File: config.mk
export PLATFORM = sky130hd
export DESIGN_NAME = systolic_ctrl_flat
export DESIGN_NICKNAME = d
export VERILOG_FILES = /design/src/rtl/systolic_ctrl_if.sv /design/src/rtl/systolic_ctrl.sv /design/src/flat_wrapper.sv
export SDC_FILE = /design/constraint.sdc
export NUM_CORES = 1
export LEC_CHECK = 0
export CORE_MARGIN = 2
export CORE_UTILIZATION = 30
export DETAILED_ROUTE_END_ITERATION = 6
export HOLD_SLACK_MARGIN = 0.02
export PLACE_DENSITY = 0.6
export SETUP_SLACK_MARGIN = 0.1
export SLEW_MARGIN = 20
export SYNTH_ARGS = -nofsm -noshare
export SYNTH_HDL_FRONTEND = slang
export SYNTH_SLANG_ARGS = --single-unit
export TNS_END_PERCENT = 1
File: constraint.sdc
create_clock -name clk -period 2.45 [get_ports clk]
set_clock_uncertainty 0.2 [all_clocks]
set_input_delay 0.3675 -clock clk [delete_from_list [all_inputs] [get_ports clk]]
set_output_delay 0.3675 -clock clk [all_outputs]
set_load 0.05 [all_outputs]
File: src/rtl/systolic_ctrl_if.sv
// Scheduler/array-facing signal bundle for the systolic tile sequencer.
// master = tile scheduler side, slave = sequencer side.
interface systolic_ctrl_if #(
  parameter int N   = 4,
  parameter int K_W = 8
);
  logic           start;
  logic [K_W-1:0] k_len;
  logic           busy;
  logic           done;
  logic           arr_rst_n;
  logic           rd_en;
  logic [K_W-1:0] rd_addr;
  logic [N-1:0]   row_valid;
  logic [N-1:0]   col_valid;

  modport master (
    output start, k_len,
    input  busy, done, arr_rst_n, rd_en, rd_addr, row_valid, col_valid
  );

  modport slave (
    input  start, k_len,
    output busy, done, arr_rst_n, rd_en, rd_addr, row_valid, col_valid
  );
endinterface

File: src/rtl/systolic_ctrl.sv
// Sequencer for an NxN MAC array: clears accumulators, streams k_len operand
// reads, emits row/column skewed valids, waits out the pipeline, pulses done.
module systolic_ctrl #(
  parameter int N       = 4,
  parameter int K_W     = 8,
  parameter int HOP_LAT = 3,
  parameter int MAC_LAT = 3
) (
  input  logic          clk,
  input  logic          reset,
  systolic_ctrl_if.slave bus
);
  localparam int DRAIN_CYC = N + 2*(N-1)*HOP_LAT + MAC_LAT;
  localparam int D_W       = $clog2(DRAIN_CYC + 1);

  typedef enum logic [2:0] {S_IDLE, S_CLEAR, S_FEED, S_DRAIN, S_DONE} state_t;

  state_t         r_state, w_next;
  logic [K_W-1:0] r_k_reg;
  logic [K_W-1:0] r_k_cnt;
  logic [D_W-1:0] r_d_cnt;
  logic [N-1:0]   r_skew;
  logic           w_last_k;
  logic           w_last_d;
  logic           w_feed;

  assign w_feed   = (r_state == S_FEED);
  assign w_last_k = (r_k_cnt == (r_k_reg - K_W'(1)));
  assign w_last_d = (r_d_cnt == D_W'(DRAIN_CYC - 1));

  always_ff @(posedge clk or negedge reset) begin
    if (!reset) r_state <= S_IDLE;
    else        r_state <= w_next;
  end

  always_comb begin
    w_next = r_state;
    case (r_state)
      S_IDLE:  if (bus.start) w_next = S_CLEAR;
      S_CLEAR: w_next = (r_k_reg == '0) ? S_DONE : S_FEED;
      S_FEED:  if (w_last_k) w_next = S_DRAIN;
      S_DRAIN: if (w_last_d) w_next = S_DONE;
      S_DONE:  w_next = S_IDLE;
      default: w_next = S_IDLE;
    endcase
  end

  // k_len is only sampled on acceptance; later changes on the bus are ignored.
  always_ff @(posedge clk or negedge reset) begin
    if (!reset) begin
      r_k_reg <= '0;
      r_k_cnt <= '0;
      r_d_cnt <= '0;
    end else begin
      case (r_state)
        S_IDLE:  if (bus.start) r_k_reg <= bus.k_len;
        S_CLEAR: r_k_cnt <= '0;
        S_FEED: begin
          r_k_cnt <= r_k_cnt + K_W'(1);
          r_d_cnt <= '0;
        end
        S_DRAIN: r_d_cnt <= r_d_cnt + D_W'(1);
        default: ;
      endcase
    end
  end

  // Lane 0 lines up with the 1-cycle buffer read; lane i lags lane 0 by i.
  // The chain runs in every state so trailing strobes empty out during DRAIN.
  always_ff @(posedge clk or negedge reset) begin
    if (!reset) begin
      r_skew <= '0;
    end else begin
      r_skew[0] <= w_feed;
      for (int i = 1; i < N; i++) r_skew[i] <= r_skew[i-1];
    end
  end

  assign bus.busy      = (r_state != S_IDLE);
  assign bus.done      = (r_state == S_DONE);
  assign bus.arr_rst_n = reset & (r_state != S_CLEAR);
  assign bus.rd_en     = w_feed;
  assign bus.rd_addr   = w_feed ? r_k_cnt : '0;
  assign bus.row_valid = r_skew;
  assign bus.col_valid = r_skew;
endmodule

File: src/flat_wrapper.sv
// flat-port wrapper written by rule: the top's interface ports become plain ports
module systolic_ctrl_flat 
#(
  parameter int N       = 4,
  parameter int K_W     = 8,
  parameter int HOP_LAT = 3,
  parameter int MAC_LAT = 3
)
  (clk, reset, bus_start, bus_k_len, bus_busy, bus_done, bus_arr_rst_n, bus_rd_en, bus_rd_addr, bus_row_valid, bus_col_valid);
  systolic_ctrl_if #(.N(N), .K_W(K_W)) bus_i ();
  input  logic clk;
  input  logic reset;
  input wire logic [$bits(bus_i.start)-1:0] bus_start;
  input wire logic [$bits(bus_i.k_len)-1:0] bus_k_len;
  output wire logic [$bits(bus_i.busy)-1:0] bus_busy;
  output wire logic [$bits(bus_i.done)-1:0] bus_done;
  output wire logic [$bits(bus_i.arr_rst_n)-1:0] bus_arr_rst_n;
  output wire logic [$bits(bus_i.rd_en)-1:0] bus_rd_en;
  output wire logic [$bits(bus_i.rd_addr)-1:0] bus_rd_addr;
  output wire logic [$bits(bus_i.row_valid)-1:0] bus_row_valid;
  output wire logic [$bits(bus_i.col_valid)-1:0] bus_col_valid;
  assign bus_i.start = bus_start;
  assign bus_i.k_len = bus_k_len;
  assign bus_busy = bus_i.busy;
  assign bus_done = bus_i.done;
  assign bus_arr_rst_n = bus_i.arr_rst_n;
  assign bus_rd_en = bus_i.rd_en;
  assign bus_rd_addr = bus_i.rd_addr;
  assign bus_row_valid = bus_i.row_valid;
  assign bus_col_valid = bus_i.col_valid;
  systolic_ctrl #(.N(N), .K_W(K_W), .HOP_LAT(HOP_LAT), .MAC_LAT(MAC_LAT)) u_core (.clk(clk), .reset(reset), .bus(bus_i));
endmodule
==> metrics.md <==
| Metric | Value |
|---|---|
| Clock buffers created by TritonCTS | 3 |
| Library cell with the highest instance count after synthesis | dfrtp_1 |
| Count of distinct cell types in the synthesized netlist | 40 |
| Startpoint class of the critical path | flop |
| Main flop type after synthesis | dfrtp_1 |
| Global-route congestion overflow total | 0 |
| Sequential cell area fraction in the yosys report | between 40 and 50% |
| Post-layout nets | 220 |
| End point of the critical path | bus_rd_addr[6] |
| Total iterations of the first detailed-routing run | 4 |
| Net count after synthesis | 190 |
| Final-layout worst hold slack | about 210 ps |
| Static leakage | roughly 0.00093 µW |
| Synth area leader | dfrtp_1 |
| Final hold viol count | 0 |
| Period utilisation layout | between 90% and 100% |
| P&R area growth vs syn | 30.3% |
| Mapped Avg Cell Area | ~9.5 µm² |
| Total Wirelength | about 3.2 mm |
| H-tree depth | 1 |
| Skew-Pair Late Insertion Delay | roughly 270 ps |
| Top cells by instance count after synthesis | dfrtp_1, nand2_1, o21ai_1 |
| Width of the die | 78.2 µm |
| Tightest Pin Transition | ~490 ps |
| Worst setup path startpoint | u_core.r_state[2] |
| Power consumption | between 2000 and 2500 µW |
| Count of flip-flops with a built-in enable after synthesis | 0 |
| Vias in the first global route | approximately 1200 |
| Result of the run | completed |
| Worst vdd ir | around 0.44 mV |
| Pwr Density | 1090 nW/µm² |
| Crit Path Class | flop to primary output |
| Maximum clock rate | between 400 and 500 MHz |
| Via Count | around 1300 |
| Startpoint of the worst register-to-register path | u_core.r_k_reg[0] |
| Largest fanout on the critical path | 10 |
| Fraction of final layout cells with drive strength greater than 1 | around 15% |
| Number of flip-flops and latches in the synthesized netlist | 28 |
| Antenna violations before repair | 0 |
| Crit end category | primary output |
| Overall die height | 78.2 µm |
| Combined area of all synthesized cells | between 1500 and 2000 µm² |
| Core area | about 5400 µm² |
| Sink Count | 28 |
| Total global routing track utilization | between 10% and 20% |
| Final standard cell count with taps included and fillers excluded | 275 |
| Top area cells in the synthesized netlist | dfrtp_1, nand2_1, and2_1, ha_1, o21ai_1 |
| Maximum number of pins on one net before global-route repair | 29 |
| Arrival time of data at the critical path endpoint | between 1500 and 2000 ps |
| Area of all sequential standard cells | around 700 µm² |
| Initial core utilization | ~30% |
| DRC Markers | 0 |
| Root cell of the clock tree | clkbuf_8 |
| Cell count after synthesis | roughly 170 |
| Filler cell count in the final layout | around 550 |
| Area of the die | approximately 6000 µm² |
| Drt via density | 4.57 |
| Hpwl dp | ~2.4 mm |
| Slew headroom | 67.0% |
| Cell row count | 27 |
| Share of synthesized flip-flops with an asynchronous set or reset | 100% |
| Hold crit path type | flop to flop |
| Area of the multi-input gates | ~840 µm² |
| Setup repair after global routing missed its margin | no |
| Antenna viol nets, final | 0 |
| Cells traversed along the worst timing path | nand2b_4 > or2_4 > inv_4 > and2_1 > buf_12 |
| Iteration-0 DRC count of the detailed router | 96 |
| Library cell contributing the largest single delay on the critical path | dfrtp_1 |
| Clock slew seen by the registers of the worst setup and hold paths | 100 ps |
| Clock tree from TritonCTS | yes |
| Worst EP required | around 1900 ps |
| I/O pin total | 31 |
| Longest individual stage delay on the worst path | around 470 ps |
| Final setup violation count | 0 |
| Crit Reg-Reg Endpoint | u_core.r_state[0] |
| Total Neg Setup Slack | 0 ps |
| Setup slack of the most critical reg-to-reg path | slightly below 500 ps |
| Total instance count after detailed placement | between 200 and 300 |
| Number of I/O port buffers | 30 |
| Pins over their slew limit | 0 |
| Yosys warnings | 0 |
| First-pass GRT wire length | ~5.7 mm |
| Share of the synthesized area in the top cell type | 42.5% |
| Wire length per cell after detailed routing | between 10 and 15 µm |
| Final weighted congestion in routability-driven placement | about 0.81 |
| Number of inserted diodes | 0 |
| Post-layout min period | 2230 ps |
| Maximum capacitance violations | 0 |
| Clock buffer depth | 2 |
| Count of cells along the worst register-to-register path | 7 |
==> worst max-delay path: cells and delay by family, from the launching register on <==
kind / cells / cell delay, ps
and+or+nand+nor: 3 / 660
buffers and inverters: 2 / 250
DFF: 1 / 470
==> per-layer routing <==
layer,vias to the layer above,GRT usage (%),share of wire [%]
li1,658,-,-
met1,584,16.2,49
met2,12,18.2,47
met3,2,2.07,3.2
met4,0,3.68,0.68
met5,-,0,0
==> repair_timing <==
item / CTS / global route
resized for setup: 1 / 1
endpoints found under the setup margin: 9 / 9
hold endpoints to repair: 0 / 0
cloned: 0 / 0
hold buffers: 0 / 0
buffers inserted: 2 / 0
==> metrics by stage <==
step / setup WS, ps / util, % / instance area [µm²]
after detailed placement: 338 / 38.5 / 2080
final: 222 / 39.8 / 2150
after global routing: 121 / 39.8 / 2150
after floorplan: 226 / - / 1650
after CTS: 88.5 / 39.7 / 2150
after global placement: 351 / 38.5 / 2080
==> final cells by class <==
| cell class | count | area share (%) |
|---|---|---|
| clock buffer | 4 | 2.56 |
| timing repair buffer | 35 | 20.2 |
| sequential | 28 | 32.6 |
| inverter | 8 | 1.51 |
| multi-input combinational | 128 | 39.0 |
| tap | 72 | 4.19 |
==> cell families after synthesis <==
kind of cell    count (synthesis)  synth area share, %
simple gates                   71                 23.9
compound gates                 39                 15.3
flops                          28                 42.5
buf+inv                        18                 6.90
xor+xnor                        8                 4.25
mux                             5                 3.41
fa+ha+maj                       5                 3.79
==> power by group <==
| part | internal, µW | leakage [µW] | switching (µW) | total, µW |
|---|---|---|---|---|
| sequential | 603 | 0.000354 | 172 | 774 |
| clock | 144 | 0.0000288 | 141 | 285 |
| combinational | 534 | 0.000545 | 741 | 1270 |
| total | 1280 | 0.000928 | 1050 | 2330 |
==> worst min-delay path by stage <==
stage                     depth (start not counted)               startpoint  slack (ps)                       to
after floorplan                                   0                    reset        -130  u_core.bus.col_valid[0]
after global placement                            0  u_core.bus.col_valid[2]         190  u_core.bus.col_valid[3]
after detailed placement                          0  u_core.bus.col_valid[2]         190  u_core.bus.col_valid[3]
after CTS                                         0  u_core.bus.col_valid[2]         220  u_core.bus.col_valid[3]
after global routing                              0  u_core.bus.col_valid[2]         240  u_core.bus.col_valid[3]
final                                             0  u_core.bus.col_valid[2]         210  u_core.bus.col_valid[3]
==> placed cells by master (no fill, tap or decap), types with 4 or more instances in the layout <==
cell	count
and2_1	10
clkdlybuf4s50_1	18
mux2_1	5
inv_1	7
buf_12	10
nand2_1	18
nand3_1	7
o21ai_1	12
clkbuf_8	4
nand2b_1	6
ha_1	5
buf_4	6
nor2_1	11
o21ai_0	10
dfrtp_1	28
xnor2_1	5
a21oi_1	5
No activity file was read; power rests on OpenSTA's default activity.
